<file path="src/rtl/npu_add_pkg.sv">
// rtl/npu_add_pkg.sv - shared constants, clog2 and lane-vector type for the NPU adder datapath
package npu_add_pkg;
  localparam int LANES_DEF = 8;
  localparam int IN_W_DEF  = 8;
  localparam int ACC_W_DEF = 24;

  function automatic int clog2(input int value);
    int r;
    r = 0;
    while ((1 << r) < value) r++;
    return r;
  endfunction

  localparam int S_DEF = clog2(LANES_DEF);

  typedef logic [LANES_DEF*IN_W_DEF-1:0] lane_vec_t;
endpackage

</file>
<file path="src/rtl/add_tree_level.sv">
// rtl/add_tree_level.sv - one registered pairwise-add level of the lane reduction tree
// Each output is the sign-extended sum of two adjacent inputs, so it never overflows.
module add_tree_level #(
  parameter int N_IN = 8,
  parameter int W    = 8
) (
  input  logic                      clk,
  input  logic                      rst_n,
  input  logic                      en,
  input  logic                      in_valid,
  input  logic                      in_last,
  input  logic [N_IN*W-1:0]         in_data,
  output logic                      out_valid,
  output logic                      out_last,
  output logic [(N_IN/2)*(W+1)-1:0] out_data
);
  localparam int N_OUT = N_IN / 2;

  logic                   valid_d, valid_q;
  logic                   last_d, last_q;
  logic [N_OUT*(W+1)-1:0] sum_d, sum_q;

  always_comb begin
    valid_d = valid_q;
    last_d  = last_q;
    sum_d   = sum_q;
    if (en) begin
      valid_d = in_valid;
      last_d  = in_last;
      for (int i = 0; i < N_OUT; i++) begin
        sum_d[i*(W+1) +: W+1] = {in_data[2*i*W + W-1], in_data[2*i*W +: W]}
                              + {in_data[(2*i+1)*W + W-1], in_data[(2*i+1)*W +: W]};
      end
    end
  end

  always_ff @(posedge clk or negedge rst_n) begin
    if (!rst_n) begin
      valid_q <= 1'b0;
      last_q  <= 1'b0;
      sum_q   <= '0;
    end else begin
      valid_q <= valid_d;
      last_q  <= last_d;
      sum_q   <= sum_d;
    end
  end

  assign out_valid = valid_q;
  assign out_last  = last_q;
  assign out_data  = sum_q;
endmodule

</file>
<file path="src/rtl/add_tree_acc.sv">
// rtl/add_tree_acc.sv - pipelined multi-lane signed adder tree with per-packet accumulation
// Define ADD_TREE_SAT_EN for a saturating accumulator; otherwise it wraps two's complement.
module add_tree_acc
  import npu_add_pkg::*;
#(
  parameter int LANES = LANES_DEF,
  parameter int IN_W  = IN_W_DEF,
  parameter int ACC_W = ACC_W_DEF
) (
  input  logic                  clk,
  input  logic                  rst_n,
  input  logic                  in_valid,
  output logic                  in_ready,
  input  logic [LANES*IN_W-1:0] in_data,
  input  logic                  in_last,
  output logic                  out_valid,
  input  logic                  out_ready,
  output logic [ACC_W-1:0]      out_sum,
  output logic                  out_ovf
);
  localparam int S  = clog2(LANES);
  localparam int TW = IN_W + S;

  logic             en;
  logic [TW-1:0]    tree_sum;
  logic             tree_valid, tree_last;
  logic [ACC_W-1:0] acc_d, acc_q;
  logic             ovf_acc_d, ovf_acc_q;
  logic [ACC_W-1:0] out_sum_d, out_sum_q;
  logic             out_ovf_d, out_ovf_q;
  logic             out_valid_d, out_valid_q;
  logic [ACC_W:0]   t;
  logic             ovf;
  logic [ACC_W-1:0] fit_t;

  // One enable stalls the whole pipe, so in-flight beats keep their spacing.
  assign en       = !out_valid_q || out_ready;
  assign in_ready = en;

  for (genvar j = 0; j < S; j++) begin : g_lvl
    localparam int NI = LANES >> j;
    localparam int WI = IN_W + j;
    logic [NI*WI-1:0]         din;
    logic                     vin, lin;
    logic [(NI/2)*(WI+1)-1:0] dout;
    logic                     vout, lout;
    if (j == 0) begin : g_src
      assign din = in_data;
      assign vin = in_valid;
      assign lin = in_last;
    end else begin : g_src
      assign din = g_lvl[j-1].dout;
      assign vin = g_lvl[j-1].vout;
      assign lin = g_lvl[j-1].lout;
    end
    add_tree_level #(.N_IN(NI), .W(WI)) u_level (
      .clk      (clk),
      .rst_n    (rst_n),
      .en       (en),
      .in_valid (vin),
      .in_last  (lin),
      .in_data  (din),
      .out_valid(vout),
      .out_last (lout),
      .out_data (dout)
    );
  end

  assign tree_sum   = g_lvl[S-1].dout;
  assign tree_valid = g_lvl[S-1].vout;
  assign tree_last  = g_lvl[S-1].lout;

  always_comb begin
    t   = {acc_q[ACC_W-1], acc_q} + {{(ACC_W+1-TW){tree_sum[TW-1]}}, tree_sum};
    ovf = t[ACC_W] ^ t[ACC_W-1];
`ifdef ADD_TREE_SAT_EN
    // Once clamped, the accumulator holds the rail until the packet ends.
    if (ovf_acc_q) begin
      fit_t = acc_q;
    end else if (ovf) begin
      fit_t = t[ACC_W] ? {1'b1, {(ACC_W-1){1'b0}}} : {1'b0, {(ACC_W-1){1'b1}}};
    end else begin
      fit_t = t[ACC_W-1:0];
    end
`else
    fit_t = t[ACC_W-1:0];
`endif
  end

  always_comb begin
    acc_d       = acc_q;
    ovf_acc_d   = ovf_acc_q;
    out_sum_d   = out_sum_q;
    out_ovf_d   = out_ovf_q;
    out_valid_d = out_valid_q;
    if (en) begin
      out_valid_d = tree_valid && tree_last;
      if (tree_valid) begin
        if (tree_last) begin
          out_sum_d = fit_t;
          out_ovf_d = ovf_acc_q | ovf;
          acc_d     = '0;
          ovf_acc_d = 1'b0;
        end else begin
          acc_d     = fit_t;
          ovf_acc_d = ovf_acc_q | ovf;
        end
      end
    end
  end

  always_ff @(posedge clk or negedge rst_n) begin
    if (!rst_n) begin
      acc_q       <= '0;
      ovf_acc_q   <= 1'b0;
      out_sum_q   <= '0;
      out_ovf_q   <= 1'b0;
      out_valid_q <= 1'b0;
    end else begin
      acc_q       <= acc_d;
      ovf_acc_q   <= ovf_acc_d;
      out_sum_q   <= out_sum_d;
      out_ovf_q   <= out_ovf_d;
      out_valid_q <= out_valid_d;
    end
  end

  assign out_valid = out_valid_q;
  assign out_sum   = out_sum_q;
  assign out_ovf   = out_ovf_q;
endmodule
</file>
<file path="config.mk">
export PLATFORM = sky130hd
export DESIGN_NAME = add_tree_acc
export DESIGN_NICKNAME = d
export VERILOG_FILES = /design/src/rtl/npu_add_pkg.sv /design/src/rtl/add_tree_level.sv /design/src/rtl/add_tree_acc.sv
export SDC_FILE = /design/constraint.sdc
export NUM_CORES = 1
export LEC_CHECK = 0
export ABC_AREA = 0
export ABC_CLOCK_PERIOD_IN_PS = 3000
export CAP_MARGIN = 20
export CELL_PAD_IN_SITES_DETAIL_PLACEMENT = 0
export CELL_PAD_IN_SITES_GLOBAL_PLACEMENT = 2
export CORE_ASPECT_RATIO = 2
export CORE_MARGIN = 3
export CORE_UTILIZATION = 35
export DETAILED_ROUTE_END_ITERATION = 12
export HOLD_SLACK_MARGIN = 0.12
export PLACE_DENSITY_LB_ADDON = 0.1
export SYNTH_ARGS = -nofsm -noshare
export SYNTH_HDL_FRONTEND = slang
export SYNTH_SLANG_ARGS = --single-unit
</file>
<file path="constraint.sdc">
create_clock -name clk -period 3 [get_ports clk]
set_clock_uncertainty 0.05 [all_clocks]
set_input_delay 0.45 -clock clk [delete_from_list [all_inputs] [get_ports clk]]
set_output_delay 0.45 -clock clk [all_outputs]
set_load 0.02 [all_outputs]
</file>
==> reports/qor.yml <==
cts:
  cts-root-buf: "clkbuf_16"
  insertion_delay_ns: 0.42
  path_clk_slew_ns: 0.05
  htree_levels: 4
  cts_tree: "built"
  cts_buffer_depth: 2
  cts-buffers-inserted: 17
  clock-sinks: 124
setup_path:
  path_cells: "ha_1 > a211o_1 > a2111o_1 > nand3b_2 > a2111oi_2 > buf_4 > or2_4 > a21oi_2 > xnor2_1 > mux2_2"
  critPathKind: "reg2reg"
  arrival_ns: 3.05
  r2r-start: "acc_q[1]$_DFFE_PN0P_"
  path_max_fanout: 3
  cp_num_buf_inv: 1
  end_kind: "register"
  slowest_delay_ns: 0.44
  cp_slowest_cell: "a2111o_1"
  crit_family: "compound AO/OA/AOI/OAI gates"
  start_kind: "register"
  startpoint: "acc_q[1]$_DFFE_PN0P_"
  cp_data_required_time_ns: 3.25
grt:
  grt_pass1_wl_um: 31660
  grt_pass1_vias: 6643
  grt_max_degree: 55
  antenna_found_initial: 0
  track_usage_pct: 16.60
  grt-ovfl-total: 0
power:
  pwr-share-comb_pct: 53.2
  sw_frac_of_total_pct: 39.99
  p_per_area_nw_per_um2: 1107
  clkPwrFrac_pct: 20.1
  p_switching_w: 0.004348
  power.internal_w: 0.006525
  power_frac_seq_pct: 26.7
  irDropWorstVdd_uv: 510.4
  leakagePower_nw: 4.551
floorplan:
  initial_core_util_pct: 35.69
  die-height_um: 216.3
  die_w_um: 111.1
  rows: 76
  fp.dieArea_sq_um: 24040
  ios: 96
  core_sq_um: 21680
cells_and_area:
  final_common_cell: "dfrtp_1"
  fillers: 2140
  final_cells: 1221
  syn2layout_area_growth_pct: 26.92
  multi_input_area_sq_um: 4359
  antenna_cells: 0
  layout_common_cells: "dfrtp_1 (124), a21oi_1 (105), nand2_1 (94), clkdlybuf4s50_1 (94), ha_1 (84)"
  nets: 1097
  drive_gt1_share_pct: 8.755
  seq_area_sq_um: 3103
placed_design:
  routabilityCongestion: 0.8563
  place_inst: 1189
  dp_hpwl_um: 14790
  io_buffers: 95
logic_synthesis:
  synthArstFlopShare_pct: 100.0
  synth_seq_cells: 124
  ys_seq_area_share_pct: 40.10
  synth_nets: 985
  syn-instance-count: 824
  synth.distinct_cells: 47
  synth_enable_flop_cells: 0
  syn-mean-instance-area_sq_um: 9.392
  netlist_area_sq_um: 7739
  ys.flop_type: "dfrtp_1"
  yosysWarnings: 0
routing:
  first_iter_violations: 234
  drt-pass1-iter-count: 4
  drc: 0
  vias: 6147
  wl_per_cell_um: 15.60
  wl_um: 19050
  avgViaCountPerCell: 5.034
  ant_nets: 0
sta:
  hold_viol: 0
  report.final.setup_viol: 0
  min_period_over_period_pct: 93.16
  rsz0062_at_grt: "false"
  worstMarginPinSlew_ns: 0.7455
  max_freq_ghz: 0.3578
  drv_slew: 0
  final.min_clock_period_ns: 2.795
  maxSlewHeadroom_pct: 50.30
  finalSetupTns_ns: 0
  holdWs_ns: 0.4180
run:
  drv_cap: 0
outcome:
  outcome: "complete, no violations"
min_path:
  hp-start: "g_lvl[1].u_level.out_valid$_DFFE_PN0N_"
  hold_class: "reg2reg"
layer usage:
| metal | up-vias | GRT usage [%] | routed length (um) |
|---|---|---|---|
| li1 | 3112 | - | - |
| met1 | 2883 | 15.18 | 6621 |
| met2 | 119 | 33.86 | 11200 |
| met3 | 33 | 2.626 | 511 |
| met4 | 0 | 8.810 | 718 |
| met5 | - | 0 | 0 |
worst register-to-register path: stages (launching register included):
cell and delay [ns]:
dfrtp_1 0.39, ha_1 0.32, a211o_1 0.34, a2111o_1 0.44, nand3b_2 0.14, a2111oi_2 0.08
buf_4 0.18, or2_4 0.25, a21oi_2 0.14, xnor2_1 0.10, mux2_2 0.27
power by group through the flow:
stage                     clock network, W  registers, W  logic [W]
after detailed placement                 0       0.00295    0.00583
after global placement                   0       0.00292    0.00576
after CTS                          0.00226       0.00292    0.00587
after floorplan                          0       0.00299    0.00385
after global routing               0.00233       0.00300    0.00650
final                              0.00219       0.00290    0.00578
synthesized netlist by cell type (all sizes together), types with 11 or more instances:
cell type / count / area share [%]
inv: 52 / 2.5
o31ai: 13 / 1.3
a21oi: 106 / 6.9
a22o: 17 / 1.9
nand2: 94 / 4.6
nor2b: 11 / 0.89
ha: 84 / 14
o21ai: 44 / 2.8
xnor2: 31 / 3.5
o21bai: 16 / 1.6
mux2: 18 / 2.6
dfrtp: 124 / 40
nor2: 65 / 3.2
a21o: 15 / 1.5
xor2: 25 / 2.8
clkbuf: 25 / 1.2
kinds of logic (layout without fill, tap and decap cells):
logic type | Yosys count | count (layout) | share of synthesized area [%]
muxes | 18 | 18 | 2.619
AOI/OAI and AO/OA | 248 | 248 | 19.84
DFF | 124 | 124 | 40.10
buffers and inverters | 80 | 204 | 3.897
xor gates and xnor gates | 56 | 56 | 6.338
and+or+nand+nor | 206 | 206 | 11.56
adders and majority gates | 92 | 92 | 15.65
registers in the layout, summed over array words and instances (netlist names):
| register | flops |
|---|---|
| g_lvl.u_level.out_data | 67 |
| acc_q | 24 |
| out_sum | 24 |
| g_lvl.u_level.out_last | 3 |
| g_lvl.u_level.out_valid | 3 |
| out_ovf | 1 |
| out_valid | 1 |
| ovf_acc_q | 1 |
path summary, 6_finish.rpt:
path                                                               end  slack (ns)  cells past startpoint
worst max-delay path                           out_sum[19]$_DFFE_PN0P_        0.21                     10
worst min-delay path            g_lvl[1].u_level.out_valid$_DFFE_PN0N_        0.42                      2
worst max register to register                 out_sum[19]$_DFFE_PN0P_        0.21                     10
worst min register to register  g_lvl[1].u_level.out_valid$_DFFE_PN0N_        0.42                      2
max in group asynchronous                      out_sum[22]$_DFFE_PN0P_        1.64                      3
min in group asynchronous                        acc_q[21]$_DFFE_PN0P_        0.58                      2
what timing repair did:
action,in CTS,in global routing
hold buffers,1,0
endpoints found under the setup margin,0,6
resized for setup,0,3
hold endpoints to repair,47,0
setup buffers,0,0
per-stage QoR:
stage / cell area (sq um) / power, W / setup WS, ns / util, %
final: 9822 / 0.01087 / 0.2053 / 45.30
after global routing: 9822 / 0.01182 / 0.007396 / 45.30
after CTS: 9804 / 0.01105 / 0.02575 / 45.22
after detailed placement: 9168 / 0.008775 / 0.04311 / 42.28
after global placement: 9168 / 0.008682 / 0.09102 / 42.28
after floorplan: 7739 / 0.006836 / 0.4067 / -
layout make-up:
type | count | share of cell area (%)
tap | 273 | 3.478
sequential | 124 | 31.59
clock buffer | 24 | 5.006
timing repair buffer | 121 | 12.18
clock inverter | 7 | 1.376
inverter | 52 | 1.987
multi-input combinational | 620 | 44.38
No activity file was read; power rests on OpenSTA's default activity.
